<file path="config.mk">
export PLATFORM = sky130hd
export DESIGN_NAME = lock_sequencer_flat
export DESIGN_NICKNAME = d
export VERILOG_FILES = /design/src/rtl/lock_sequencer_if.sv /design/src/rtl/lock_sequencer.sv /design/src/flat_wrapper.sv
export SDC_FILE = /design/constraint.sdc
export NUM_CORES = 1
export LEC_CHECK = 0
export ABC_AREA = 1
export BUFFER_PORTS_ARGS = -buffer_cell sky130_fd_sc_hd__buf_2
export CAP_MARGIN = 10
export CELL_PAD_IN_SITES_DETAIL_PLACEMENT = 0
export CELL_PAD_IN_SITES_GLOBAL_PLACEMENT = 1
export CORE_MARGIN = 3
export CORE_UTILIZATION = 45
export CTS_CLUSTER_SIZE = 24
export DETAILED_ROUTE_END_ITERATION = 12
export GPL_ROUTABILITY_DRIVEN = 0
export PLACE_DENSITY = 0.79
export SLEW_MARGIN = 5
export SYNTH_ARGS = -nofsm -noshare
export SYNTH_HDL_FRONTEND = slang
export SYNTH_SLANG_ARGS = --single-unit
export TNS_END_PERCENT = 5
</file>
<file path="constraint.sdc">
create_clock -name clk -period 2.4 [get_ports clk]
set_input_delay 0.12 -clock clk [delete_from_list [all_inputs] [get_ports clk]]
set_output_delay 0.12 -clock clk [all_outputs]
set_load 0.02 [all_outputs]
</file>
<file path="src/rtl/lock_sequencer_if.sv">
// Keypad-side and display-side signals of the combination-lock sequencer.
// The master drives key events and relock/reprogram requests; the slave reports state.
interface lock_sequencer_if;
  logic [3:0] digit_in;
  logic       digit_vld;
  logic       close_req;
  logic       prog_req;
  logic [2:0] state_out;
  logic [1:0] disp_sel;
  logic [3:0] echo_digit;
  logic [2:0] pos;
  logic [1:0] fail_cnt;
  logic       code_wr_done;

  // digit_vld is a one-cycle strobe with no ready: every cycle it is high one
  // digit is consumed, so holding it high enters one digit per cycle.
  modport master (
    output digit_in, digit_vld, close_req, prog_req,
    input  state_out, disp_sel, echo_digit, pos, fail_cnt, code_wr_done
  );

  modport slave (
    input  digit_in, digit_vld, close_req, prog_req,
    output state_out, disp_sel, echo_digit, pos, fail_cnt, code_wr_done
  );
endinterface

</file>
<file path="src/rtl/lock_sequencer.sv">
// Combination-lock control FSM: checks 6-digit BCD entry against a stored,
// reprogrammable code, counts failed attempts and enforces a timed lockout.
module lock_sequencer #(
  parameter logic [23:0] CODE_RESET  = 24'h305464,
  parameter int unsigned MAX_FAIL    = 3,
  parameter int unsigned LOCK_CYCLES = 16
) (
  input  logic             clk,
  input  logic             reset_n,
  lock_sequencer_if.slave  bus
);

  typedef enum logic [2:0] {
    ST_ENTRY   = 3'd0,
    ST_OPEN    = 3'd1,
    ST_CLOSED  = 3'd2,
    ST_LOCKOUT = 3'd3,
    ST_PROG    = 3'd4
  } state_t;

  localparam logic [2:0] LAST_POS  = 3'd5;
  localparam logic [2:0] MAX_FAIL_C = 3'(MAX_FAIL);
  localparam logic [7:0] LOCK_LOAD = 8'(LOCK_CYCLES - 1);

  state_t      state_q, state_d;
  logic [2:0]  pos_q, pos_d;
  logic [1:0]  fail_q, fail_d;
  logic [3:0]  echo_q, echo_d;
  logic [1:0]  disp_q, disp_d;
  logic        wr_q, wr_d;
  logic [7:0]  timer_q, timer_d;
  logic [23:0] code_q, code_d;
  logic [23:0] shadow_q, shadow_d;
  logic        mis_q, mis_d;

  logic        digit_ok;
  logic [3:0]  code_digit;
  logic        digit_match;
  logic [2:0]  fail_inc;

  assign digit_ok    = (bus.digit_in <= 4'd9);
  assign digit_match = digit_ok && (bus.digit_in == code_digit);
  assign fail_inc    = {1'b0, fail_q} + 3'd1;

  // First entered digit is compared against the most significant nibble.
  always_comb begin
    case (pos_q)
      3'd0:    code_digit = code_q[23:20];
      3'd1:    code_digit = code_q[19:16];
      3'd2:    code_digit = code_q[15:12];
      3'd3:    code_digit = code_q[11:8];
      3'd4:    code_digit = code_q[7:4];
      3'd5:    code_digit = code_q[3:0];
      default: code_digit = 4'd0;
    endcase
  end

  always_comb begin
    state_d  = state_q;
    pos_d    = pos_q;
    fail_d   = fail_q;
    echo_d   = echo_q;
    timer_d  = timer_q;
    code_d   = code_q;
    shadow_d = shadow_q;
    mis_d    = mis_q;
    wr_d     = 1'b0;

    case (state_q)
      ST_ENTRY: begin
        if (bus.digit_vld) begin
          echo_d = bus.digit_in;
          if (pos_q != LAST_POS) begin
            pos_d = pos_q + 3'd1;
            mis_d = mis_q | ~digit_match;
          end else begin
            // Sixth digit: judge the whole attempt and start the next one clean.
            pos_d = 3'd0;
            mis_d = 1'b0;
            if (!mis_q && digit_match) begin
              state_d = ST_OPEN;
              fail_d  = 2'd0;
            end else if (fail_inc < MAX_FAIL_C) begin
              state_d = ST_CLOSED;
              fail_d  = fail_inc[1:0];
            end else begin
              state_d = ST_LOCKOUT;
              timer_d = LOCK_LOAD;
              fail_d  = fail_inc[1:0];
            end
          end
        end
      end

      ST_OPEN: begin
        if (bus.close_req) begin
          state_d = ST_ENTRY;
          pos_d   = 3'd0;
          mis_d   = 1'b0;
        end else if (bus.prog_req) begin
          state_d  = ST_PROG;
          pos_d    = 3'd0;
          shadow_d = 24'd0;
        end
      end

      ST_CLOSED: begin
        // The acknowledging key press is swallowed, not counted as a digit.
        if (bus.digit_vld) begin
          state_d = ST_ENTRY;
          pos_d   = 3'd0;
          mis_d   = 1'b0;
        end
      end

      ST_LOCKOUT: begin
        if (timer_q == 8'd0) begin
          state_d = ST_ENTRY;
          fail_d  = 2'd0;
          pos_d   = 3'd0;
          mis_d   = 1'b0;
        end else begin
          timer_d = timer_q - 8'd1;
        end
      end

      ST_PROG: begin
        if (bus.digit_vld) begin
          if (!digit_ok) begin
            state_d  = ST_OPEN;
            pos_d    = 3'd0;
            shadow_d = 24'd0;
          end else begin
            echo_d   = bus.digit_in;
            shadow_d = {shadow_q[19:0], bus.digit_in};
            if (pos_q == LAST_POS) begin
              code_d  = {shadow_q[19:0], bus.digit_in};
              wr_d    = 1'b1;
              state_d = ST_ENTRY;
              pos_d   = 3'd0;
              fail_d  = 2'd0;
              mis_d   = 1'b0;
            end else begin
              pos_d = pos_q + 3'd1;
            end
          end
        end
      end

      default: begin
        state_d = ST_ENTRY;
        pos_d   = 3'd0;
        mis_d   = 1'b0;
      end
    endcase

    // Display select follows the next state so it stays aligned with state_out.
    case (state_d)
      ST_OPEN:    disp_d = 2'd1;
      ST_CLOSED:  disp_d = 2'd2;
      ST_LOCKOUT: disp_d = 2'd3;
      default:    disp_d = 2'd0;
    endcase
  end

  always_ff @(posedge clk or negedge reset_n) begin
    if (!reset_n) begin
      state_q  <= ST_ENTRY;
      pos_q    <= 3'd0;
      fail_q   <= 2'd0;
      echo_q   <= 4'd0;
      disp_q   <= 2'd0;
      wr_q     <= 1'b0;
      timer_q  <= 8'd0;
      code_q   <= CODE_RESET;
      shadow_q <= 24'd0;
      mis_q    <= 1'b0;
    end else begin
      state_q  <= state_d;
      pos_q    <= pos_d;
      fail_q   <= fail_d;
      echo_q   <= echo_d;
      disp_q   <= disp_d;
      wr_q     <= wr_d;
      timer_q  <= timer_d;
      code_q   <= code_d;
      shadow_q <= shadow_d;
      mis_q    <= mis_d;
    end
  end

  assign bus.state_out    = state_q;
  assign bus.disp_sel     = disp_q;
  assign bus.echo_digit   = echo_q;
  assign bus.pos          = pos_q;
  assign bus.fail_cnt     = fail_q;
  assign bus.code_wr_done = wr_q;

endmodule

</file>
<file path="src/flat_wrapper.sv">
// flat-port wrapper written by rule: the top's interface ports become plain ports
module lock_sequencer_flat 
#(
  parameter logic [23:0] CODE_RESET  = 24'h305464,
  parameter int unsigned MAX_FAIL    = 3,
  parameter int unsigned LOCK_CYCLES = 16
)
  (clk, reset_n, bus_digit_in, bus_digit_vld, bus_close_req, bus_prog_req, bus_state_out, bus_disp_sel, bus_echo_digit, bus_pos, bus_fail_cnt, bus_code_wr_done);
  lock_sequencer_if bus_i ();
  input  logic clk;
  input  logic reset_n;
  input wire logic [$bits(bus_i.digit_in)-1:0] bus_digit_in;
  input wire logic [$bits(bus_i.digit_vld)-1:0] bus_digit_vld;
  input wire logic [$bits(bus_i.close_req)-1:0] bus_close_req;
  input wire logic [$bits(bus_i.prog_req)-1:0] bus_prog_req;
  output wire logic [$bits(bus_i.state_out)-1:0] bus_state_out;
  output wire logic [$bits(bus_i.disp_sel)-1:0] bus_disp_sel;
  output wire logic [$bits(bus_i.echo_digit)-1:0] bus_echo_digit;
  output wire logic [$bits(bus_i.pos)-1:0] bus_pos;
  output wire logic [$bits(bus_i.fail_cnt)-1:0] bus_fail_cnt;
  output wire logic [$bits(bus_i.code_wr_done)-1:0] bus_code_wr_done;
  assign bus_i.digit_in = bus_digit_in;
  assign bus_i.digit_vld = bus_digit_vld;
  assign bus_i.close_req = bus_close_req;
  assign bus_i.prog_req = bus_prog_req;
  assign bus_state_out = bus_i.state_out;
  assign bus_disp_sel = bus_i.disp_sel;
  assign bus_echo_digit = bus_i.echo_digit;
  assign bus_pos = bus_i.pos;
  assign bus_fail_cnt = bus_i.fail_cnt;
  assign bus_code_wr_done = bus_i.code_wr_done;
  lock_sequencer #(.CODE_RESET(CODE_RESET), .MAX_FAIL(MAX_FAIL), .LOCK_CYCLES(LOCK_CYCLES)) u_core (.clk(clk), .reset_n(reset_n), .bus(bus_i));
endmodule
</file>
# Word-level counts from Yosys, hierarchy flattened
# Index checks and enable logic that the tools add are counted.
[totals] elab_cells=122 input_bits=9 register_bits=68 output_inout_bits=15
[classes] n_bitwise=2 order_cmp=2 add_sub_neg=3 n_eq_ne=28 reduce_logical=17 mux=60
[ops] cell="20-bit 2-to-1 mux" n=4
[ops] cell="3-bit 2-to-1 mux" n=19
[ops] cell="8-bit 2-to-1 mux" n=5
[ops] cell="20-bit one-hot mux with 2 select lines" n=1
[ops] cell="3-bit one-hot mux with 5 select lines" n=2
[ops] cell="4-bit one-hot mux with 6 select lines" n=1
[ops] cell="2-bit inequality test (second input constant)" n=10
[ops] cell="3-bit by 2-bit equality test with 1-bit output (second input constant)" n=6
[ops] cell="8-bit one-hot mux with 2 select lines" n=1
[ops] cell="2-bit 2-to-1 mux" n=7
[ops] cell="7-bit AND reduction" n=2
[ops] cell="1-bit 2-to-1 mux" n=13
[ops] cell="4-bit 2-to-1 mux" n=3
[ops] cell="2-bit one-hot mux with 3 select lines" n=2
[ops] cell="4-bit AND reduction" n=3
[ops] cell="3-bit by 1-bit equality test with 1-bit output (second input constant)" n=3
[ops] cell="3-bit equality test (second input constant)" n=3
[ops] cell="8-bit logical NOT" n=1
[ops] cell="4-bit one-hot mux with 2 select lines" n=1
[ops] cell="8-bit by 1-bit subtractor with 8-bit output (second input constant)" n=1
[ops] cell="3-bit logical NOT" n=2
[ops] cell="2-bit by 1-bit inequality test with 1-bit output (second input constant)" n=3
[ops] cell="3-bit inequality test (second input constant)" n=2
[ops] cell="6-bit AND reduction" n=1
[ops] cell="13 further kinds" n=16

# Logic depth before layout (Yosys ltp)
# Gate-level depths: netlist (run 1).
[logic_depth] depth_word=11 mapped_depth=14 depth_no_buf=13

# Worst setup path after synthesis (run 1)
# OpenSTA, ideal clock, no wires.
[synth_timing] path_type="register -> register" startpoint="register u_core.pos_q[2] (netlist: u_core.bus.pos[2])" endpoint="register u_core.timer_q[1]" period_less_slack_ps=1940 setup_ps=66 t_required_ps=2334 slack_ps=460 path_stages_with_launch=14 arrival_ps=1874 path_buffers=2 cell_sequence="dfrtp_1 > buf_6 > inv_2 > buf_6 > ha_1 > nand2_1 > nand2_1 > nor2_1 > a21oi_1 > nor2_2 > nand4_4 > nand3_4 > nand2_1 > nand2_1"
[synth_via] elab_chain_len=7 elab_cells_between_ends=14 cone_classes="eq/ne (9); mux (1); reduce/logical (4)"
[synth_lines] element="from (decl)" line_no="lock_sequencer.sv:26" source="logic [2:0] pos_q, pos_d;"
[synth_lines] element="from (signal assigned)" line_no="lock_sequencer.sv:180" source="pos_q <= pos_d;"
[synth_lines] element="3-bit equality test (tied with other cells)" line_no="lock_sequencer.sv:47" source="case (pos_q)"
[synth_lines] element="4-bit one-hot mux with 6 select lines" line_no="lock_sequencer.sv:47"
[synth_lines] element="4-bit equality test" line_no="lock_sequencer.sv:42" source="assign digit_match = digit_ok && (bus.digit_in == code_digit);"
[synth_lines] element="1-bit logical AND" line_no="lock_sequencer.sv:42"
[synth_lines] element="1-bit logical AND" line_no="lock_sequencer.sv:80" source="if (!mis_q && digit_match) begin"
[synth_lines] element="2-bit inequality test (no line)"
[synth_lines] element="6-bit AND reduction (no line) (*)"
[synth_lines] element="to (signal assigned)" line_no="lock_sequencer.sv:185" source="timer_q <= timer_d;"
[synth_lines] element="to (decl)" line_no="lock_sequencer.sv:31" source="logic [7:0] timer_q, timer_d;"
# Mark *: on every way between the ends. The rest lies on a longest branch, timed or not.
# A chain may end at the register's enable or synchronous reset.

# Final worst setup path (run 1)
[layout_timing] startpoint="register u_core.pos_q[2] (netlist: u_core.bus.pos[2])" endpoint="register u_core.disp_q[1] (netlist: u_core.bus.disp_sel[1])"
[layout_via] elab_chain_len=11 elab_cells_between_ends=22 cone_classes="eq/ne (10); mux (9); reduce/logical (3)"
[layout_lines] element="3-bit equality test (tied with other cells)" line_no="lock_sequencer.sv:47, lock_sequencer.sv:136"
[layout_lines] element="4-bit one-hot mux with 6 select lines" line_no="lock_sequencer.sv:47"
[layout_lines] element="4-bit equality test" line_no="lock_sequencer.sv:42"
[layout_lines] element="1-bit logical AND" line_no="lock_sequencer.sv:42"
[layout_lines] element="1-bit logical AND" line_no="lock_sequencer.sv:80"
[layout_lines] element="3-bit 2-to-1 mux" line_no="lock_sequencer.sv:80"
[layout_lines] element="3-bit 2-to-1 mux" line_no="lock_sequencer.sv:73" source="if (pos_q != LAST_POS) begin"
[layout_lines] element="3-bit 2-to-1 mux" line_no="lock_sequencer.sv:71" source="if (bus.digit_vld) begin"
[layout_lines] element="3-bit one-hot mux with 5 select lines (*)" line_no="lock_sequencer.sv:69" source="case (state_q)"
[layout_lines] element="3-bit by 2-bit equality test with 1-bit output or 3-bit by 1-bit equality test with 1-bit output (tied branches)" line_no="lock_sequencer.sv:158" source="case (state_d)"
[layout_lines] element="2-bit one-hot mux with 3 select lines (*)" line_no="lock_sequencer.sv:158"
[layout_lines] element="net u_core.disp_d[1]" line_no="lock_sequencer.sv:29" source="logic [1:0] disp_q, disp_d;"
[layout_lines] element="to (signal assigned)" line_no="lock_sequencer.sv:183" source="disp_q <= disp_d;"
[layout_lines] element="to (decl)" line_no="lock_sequencer.sv:29"
# The timed path passes the listed nets; every way through them passes the cells marked *.

==> metrics, run 1 <==
status completed; Area Overhead vs Synth 14.54%; pin count of the biggest net entering global routing 47; antenna violations before repair 0; Avg Vias per Cell 5.083; I/O pin count 24; WL final 7564 um; DP Wirelength 5396 um; CP Data Required Time 2.63 ns; Hold Path Class primary input to register; DRC Markers 0; post-synthesis cell area 3416 sq um; Post-DRT Antenna Nets 0; # rows 31; root buffer cell clkbuf_8; P_leak 0.001867 uW; CP endpoint kind register; FF-to-FF End u_core.bus.disp_sel[1]; asr flop ratio synth 100.0%; Syn. warnings 0; Final min period 2.169 ns; clk sinks 68; worst slew pin tran 0.7437 ns; Worst R2R Setup Slack 0.23 ns; Slew HR 50.35%; post-cts resize count 0; GRT Overall Usage 19.07%; fin. max-slew vios 0; Seq/Total Area, Yosys 50.11%; Port-buffer cells 23; Worst Clk Skew 0.007423 ns; CTS clk-pin slew, worst paths 0.07 ns; Synth Register Bits 68; Synth area leaders dfrtp_1, nand2_1, dfstp_2; Final Cell Area 3913 sq um; Die X-Extent 93.13 um; Hold Crit Start bus_prog_req; later-pin clock latency in the skew report 0.35 ns; max-cap violations 0; Inst Count DP 523; Arr. time, crit path 2.40 ns; FILL cells 749; Fmax 461.1 MHz; vias in the first global route 2610; PD cells 1155 nW/um^2; CTS max path bufs 2; vias 2745; Worst Hold Path Cells 3; total gr overflow 0; DRT iter0 DRCs 152; Hold EP u_core.bus.state_out[2]; R2R cell count 10; unrepaired setup endpoints after global routing no; Synth area leader dfrtp_1; number of flops mapped to enable cells by yosys 0; Nets 449; placed inst area 3675 sq um; H-tree depth 3; n_diodes 0; Final period util 90.36%; Unique masters post-synth 35; area of the multi-input gates 1419 sq um; reg2reg start u_core.bus.pos[2]; most frequent cell after synthesis nand2_1; CTS Buf Count 9; Core Region 7292 sq um; Setup crit start kind register; drt pass-1 iters 6; die area 8672 sq um; WS Path Type register to register; Final Power 4519 uW; Die H 93.13 um; Primary FF master, synth dfrtp_1; Synth Net Count 418; first-pass GRT wire length 12760 um; layout cells sized above 1 19.27%; Yosys top cell area share 43.96%; setup TNS 0 ns; Final Hold Fails 0; Cells after Synth 405; worst vdd ir 443.3 uV; Register Area 1712 sq um; CP max FO 11; fin cells 540; wire length per cell 14.01 um; Synth top cells by count nand2_1, dfrtp_1, inv_1, nand3_1, o21ai_0; Initial Utilization 46.84%; CTS tree yes; Mapped Avg Cell Area 8.434 sq um; Setup Viol. Count Final 0
flip-flops by register name, summed over array words and instances, names as in the netlist:
register                 count
u_core.code_q               24
u_core.shadow_q             20
u_core.timer_q               8
u_core.bus.echo_digit        4
u_core.bus.pos               3
u_core.bus.state_out         3
u_core.bus.disp_sel          2
u_core.bus.fail_cnt          2
u_core.bus.code_wr_done      1
u_core.mis_q                 1
worst max-delay path: stages, from the launching register on:
cell and delay [ns]:
dfrtp_1 0.55, inv_2 0.18, ha_1 0.29, nand2_1 0.07, nand2_1 0.05, nor2_1 0.18
a21oi_1 0.10, nor2_2 0.18, nand3_1 0.22, nand2_1 0.14, nand3_1 0.07
through the flow:
stage          util, %  hold WS, ns  setup slack (ns)
3_5_place_dp     50.39       0.1634            0.2979
5_1_grt          53.65      0.04504          0.008314
3_3_place_gp     50.39       0.1586            0.3523
6_report         53.65      0.02989            0.2313
4_1_cts          53.65      0.02391            0.2661
2_1_floorplan        -      -0.1756            0.4602
cell usage in the layout (no fill, tap or decap), drive strengths merged, types with 2 or more instances in the layout:
cell type	count
buf	31
nor3	5
o21ai	55
nand4	17
bufinv	2
inv	52
nand3	44
or2	2
dfrtp	60
nand2	90
a21oi	6
nor4	2
nor2	34
ha	4
clkbuf	12
nand3b	3
dfstp	8
xor2	4
a21boi	2
per-layer routing:
layer	global-route usage, %	part of all wire, %	vias to the layer above
met1	27.08	49	1292
met4	6.960	1.6	0
met2	28.49	45	53
li1	-	-	1391
met3	4.425	4.3	9
met5	0	0	-
cells by family (layout without fill, tap and decap cells):
group | count (synthesis) | count (layout) | share of synthesized area [%]
AO/OA/AOI/OAI | 68 | 68 | 10.92
XOR/XNOR | 4 | 4 | 1.026
adder cells (fa/ha/maj) | 4 | 4 | 1.465
buffers and inverters | 64 | 100 | 8.461
flip-flops | 68 | 68 | 50.11
AND/OR/NAND/NOR | 197 | 197 | 28.02
how the worst max path moves through the flow:
stage                       from                     end  cells past startpoint
2_1_floorplan  u_core.bus.pos[2]       u_core.timer_q[1]                     13
3_3_place_gp   u_core.bus.pos[2]  u_core.bus.disp_sel[1]                     10
3_5_place_dp   u_core.bus.pos[2]  u_core.bus.disp_sel[1]                     10
4_1_cts        u_core.bus.pos[2]  u_core.bus.disp_sel[1]                     10
5_1_grt        u_core.bus.pos[2]  u_core.bus.fail_cnt[0]                     10
6_report       u_core.bus.pos[2]  u_core.bus.disp_sel[1]                     10
where the power goes:
part           internal (uW)  total, uW  switching (uW)  leakage [uW]
Clock                    641       1080             443      0.000113
Combinational            608       1650            1050      0.000883
Sequential              1510       1780             273      0.000872
Total                   2760       4520            1760       0.00187
cell type report:
type                       instances  share of cell area, %
tap                               99                  3.166
clock inverter                     4                  1.855
sequential                        68                  43.75
clock buffer                      12                  3.965
multi-input combinational        273                  36.26
inverter                          52                  4.989
timing repair buffer              32                  6.012
timing repair:
action / 4_1_cts / 5_1_grt
hold buffers: 1 / 0
endpoints found under the hold margin: 23 / 0
setup buffers: 0 / 0
Note: power is estimated with default switching activity, not from simulation.
==> run 2, diff against run 1 <==
--- a/config.mk
+++ b/config.mk
@@ -5,7 +5,7 @@
 export SDC_FILE = /design/constraint.sdc
 export NUM_CORES = 1
 export LEC_CHECK = 0
-export ABC_AREA = 1
+export ABC_AREA = 0
 export BUFFER_PORTS_ARGS = -buffer_cell sky130_fd_sc_hd__buf_2
 export CAP_MARGIN = 10
 export CELL_PAD_IN_SITES_DETAIL_PLACEMENT = 0
@@ -15,7 +15,7 @@
 export CTS_CLUSTER_SIZE = 24
 export DETAILED_ROUTE_END_ITERATION = 12
 export GPL_ROUTABILITY_DRIVEN = 0
-export PLACE_DENSITY = 0.79
+export PLACE_DENSITY = 0.82
 export SLEW_MARGIN = 5
 export SYNTH_ARGS = -nofsm -noshare
 export SYNTH_HDL_FRONTEND = slang
==> run 2 against run 1 <==
The run now ends with setup timing left. Die area shrank 1.1%. Sequential power shrank 22%. Clock skew grew 0.0042 ns. Total power shrank 21%. Critical endpoint is now u_core.timer_q[2].
==> metrics, run 2 <==
WP buf/inv 0 (-1); Worst Clk Skew 0.01165 ns (+0.004225 ns); Hold Path Class primary input to register; Inst Count DP 455 (-13%); setup TNS -2.677 ns (-2.677 ns); Core Region 7019 sq um (-3.7%); Syn. warnings 0 (unchanged); Post-DRT Antenna Nets 0 (unchanged); unrepaired setup endpoints after global routing yes; Arr. time, crit path 2.95 ns (+0.55 ns); most frequent cell after synthesis dfrtp_1; DP Wirelength 5174 um (-4.1%); Die X-Extent 92.61 um (-0.55%); number of flip-flops in the largest register 24 (unchanged); number of flops mapped to enable cells by yosys 0 (unchanged); Crit-path slowest cell or4b_4; Internal Power 2392 uW (-13%); antenna violations before repair 0 (unchanged); final setup margin -0.3209 ns (-0.5522 ns); PD cells 860.1 nW/um^2 (-26%); Avg Vias per Cell 5.315 (+4.6%); Cells after Synth 321 (-21%); vias in the first global route 2465 (-5.6%); reg2reg start u_core.bus.pos[1]; combinational cell fraction of total power 32.5% (-4.1 points); DRC Markers 0 (unchanged); Synth Register Bits 68 (unchanged); Seq/Total Area, Yosys 50.70% (+0.59 points); Final Hold Fails 0 (unchanged); worst vdd ir 344.6 uV (-22%); Met1 Wirelength 3476 um (-6.9%); CP endpoint kind register; fin cells 479 (-11%); Nets 391 (-13%); I/O pin count 24 (unchanged); total gr overflow 0 (unchanged); cell mode on critical path and2_4; asr flop ratio synth 100.0% (unchanged); Synth area leader dfrtp_1; die area 8577 sq um (-1.1%); max-cap violations 0 (unchanged); Slew HR 62.35% (+12 points); status finished with violations; Area Overhead vs Synth 22.83%; DR WL met2 3406 um (+0.83%); Synth top cells by count dfrtp_1, nand2_1, o21ai_0, mux2_2, clkbuf_1; biggest regs u_core.code_q x24, u_core.shadow_q x20, u_core.timer_q x8; Most flops, register u_core.code_q; P_leak 0.001921 uW (+2.8%); Yosys top cell area share 44.48% (+0.52 points); Die H 92.61 um (-0.55%); Synth Net Count 334 (-20%); hold_ws 0.08716 ns (+0.05728 ns); clk sinks 68 (unchanged); CP max stage delay 0.51 ns (-0.04 ns); Primary FF master, synth dfrtp_1; drt pass-1 iters 4 (-2); Initial Utilization 48.09% (+1.2 points); Synth area leaders dfrtp_1, mux2_2, nand2_1; top layer used by detailed routing met4; Setup Viol. Count Final 15 (+15); Port-buffer cells 23 (unchanged); CTS Buf Count 9 (unchanged); layout cells sized above 1 36.03% (+17 points); DRT iter0 DRCs 114 (-25%); worst slew pin tran 0.5647 ns (-0.1790 ns); GRT Overall Usage 18.37% (-0.70 points); wire length per cell 15.25 um (+8.9%); most frequent cells in the layout nand2_1, dfrtp_1, buf_4; CTS clk-pin slew, worst paths 0.07 ns (about the same); # rows 30 (-3.2%); most common cell after layout, fill and taps aside nand2_1; CP max FO 5 (-6); first-pass GRT wire length 12390 um (-2.9%); WL final 7305 um (-3.4%); CTS max path bufs 2 (unchanged); Hold Crit Start bus_digit_in[0]; root buffer cell clkbuf_8; n_diodes 0 (unchanged); Setup crit start kind register; WS Path Type register to register; metal3 WL 321 um (-1.5%); H-tree depth 3 (unchanged); crit path from u_core.bus.pos[1]; clock network fraction of total power 28.8% (+4.8 points); Fmax 367.5 MHz (-20%); Final min period 2.721 ns (+0.5522 ns); later-pin clock latency in the skew report 0.34 ns (about the same); Util after Layout 59.07% (+5.4 points); CTS tree yes; failing checks setup timing; fin. max-slew vios 0 (unchanged); pin count of the biggest net entering global routing 37 (-21%); Top delay family on crit path compound AO/OA/AOI/OAI gates; Reg power frac 38.7% (-0.7 points); Switch Pwr 1175 uW (-33%); Final period util 113.4% (+23 points); Unique masters post-synth 57 (+63%); CP Data Required Time 2.63 ns (about the same); Sw Share 32.93% (-6.1 points); Mapped Avg Cell Area 10.52 sq um (+25%); vias 2546 (-7.2%); worst-path cell chain and2_4 -> ha_4 -> and2_4 -> a221o_1 -> or4b_4 -> a22oi_4 -> a31oi_4 -> a211oi_2 -> mux2_4; post-synthesis cell area 3376 sq um (-1.2%)
run 2: power by group through the flow:
stage	sequential [uW]	clock (uW)	combinational [uW]
floorplan	1470	0	616
global route	1400	1110	1270
finish	1380	1030	1160
CTS	1380	1060	1140
global placement	1390	0	1070
detailed placement	1400	0	1080
run 2: repair_timing:
| action | in CTS | in global routing |
|---|---|---|
| setup buffers | 4 | 2 |
| pin swaps | 10 | 8 |
| gates cloned | 1 | 0 |
| resized for setup | 8 | 5 |
| hold buffers | 1 | 0 |
| hold endpoints to repair | 60 | 0 |
| endpoints found under the setup margin | 15 | 18 |
run 2: area by class of cell:
type,instances,area (sq um)
clock inverters,6,90.09
inverters,10,37.54
repair buffers,61,422.9
flip-flops and latches,68,1715
clock buffers,10,127.6
multi-input cells,228,1633
well taps,96,120.1
fillers,614,2873
run 2: final timing paths:
| kind | cells after the start | to | slack, ns |
|---|---|---|---|
| min reg2reg | 2 | u_core.shadow_q[19] | 0.48 |
| max in group asynchronous | 3 | u_core.code_q[12] | 1.70 |
| max | 9 | u_core.timer_q[2] | -0.32 |
| min in group asynchronous | 3 | u_core.shadow_q[14] | 0.34 |
| min | 3 | u_core.shadow_q[0] | 0.09 |
| max reg2reg | 9 | u_core.timer_q[2] | -0.32 |
run 2: through the flow:
stage                     setup slack, ns  instance area, sq um  total power [uW]
final                             -0.3209                  4146              3567
after CTS                         -0.3637                  4110              3576
after floorplan                   -0.4736                  3416              2086
after global placement            -0.3496                  3810              2461
after detailed placement          -0.4331                  3810              2484
after global routing              -0.4379                  4146              3780
run 2: logic make-up (layout without fill, tap and decap cells):
| kind of cell | count (synthesis) | after routing | share of synthesized area (%) |
|---|---|---|---|
| adder cells (fa/ha/maj) | 4 | 4 | 1.483 |
| AND/OR/NAND/NOR | 118 | 118 | 17.72 |
| buffers and inverters | 26 | 87 | 3.373 |
| XOR/XNOR | 2 | 2 | 0.5190 |
| flip-flops | 68 | 68 | 50.70 |
| AO/OA/AOI/OAI | 67 | 68 | 14.27 |
| multiplexers | 36 | 36 | 11.93 |
run 2: tightest hold or removal path, stage by stage:
cell and delay [ns]:
buf_2 0.13, nand2_1 0.06, o21ai_0 0.07
run 2: metal layers:
layer | vias to the layer above | track usage (%)
met5 | - | 0
met4 | 0 | 6.227
met3 | 9 | 4.224
met2 | 47 | 27.73
met1 | 1240 | 26.07
li1 | 1250 | -
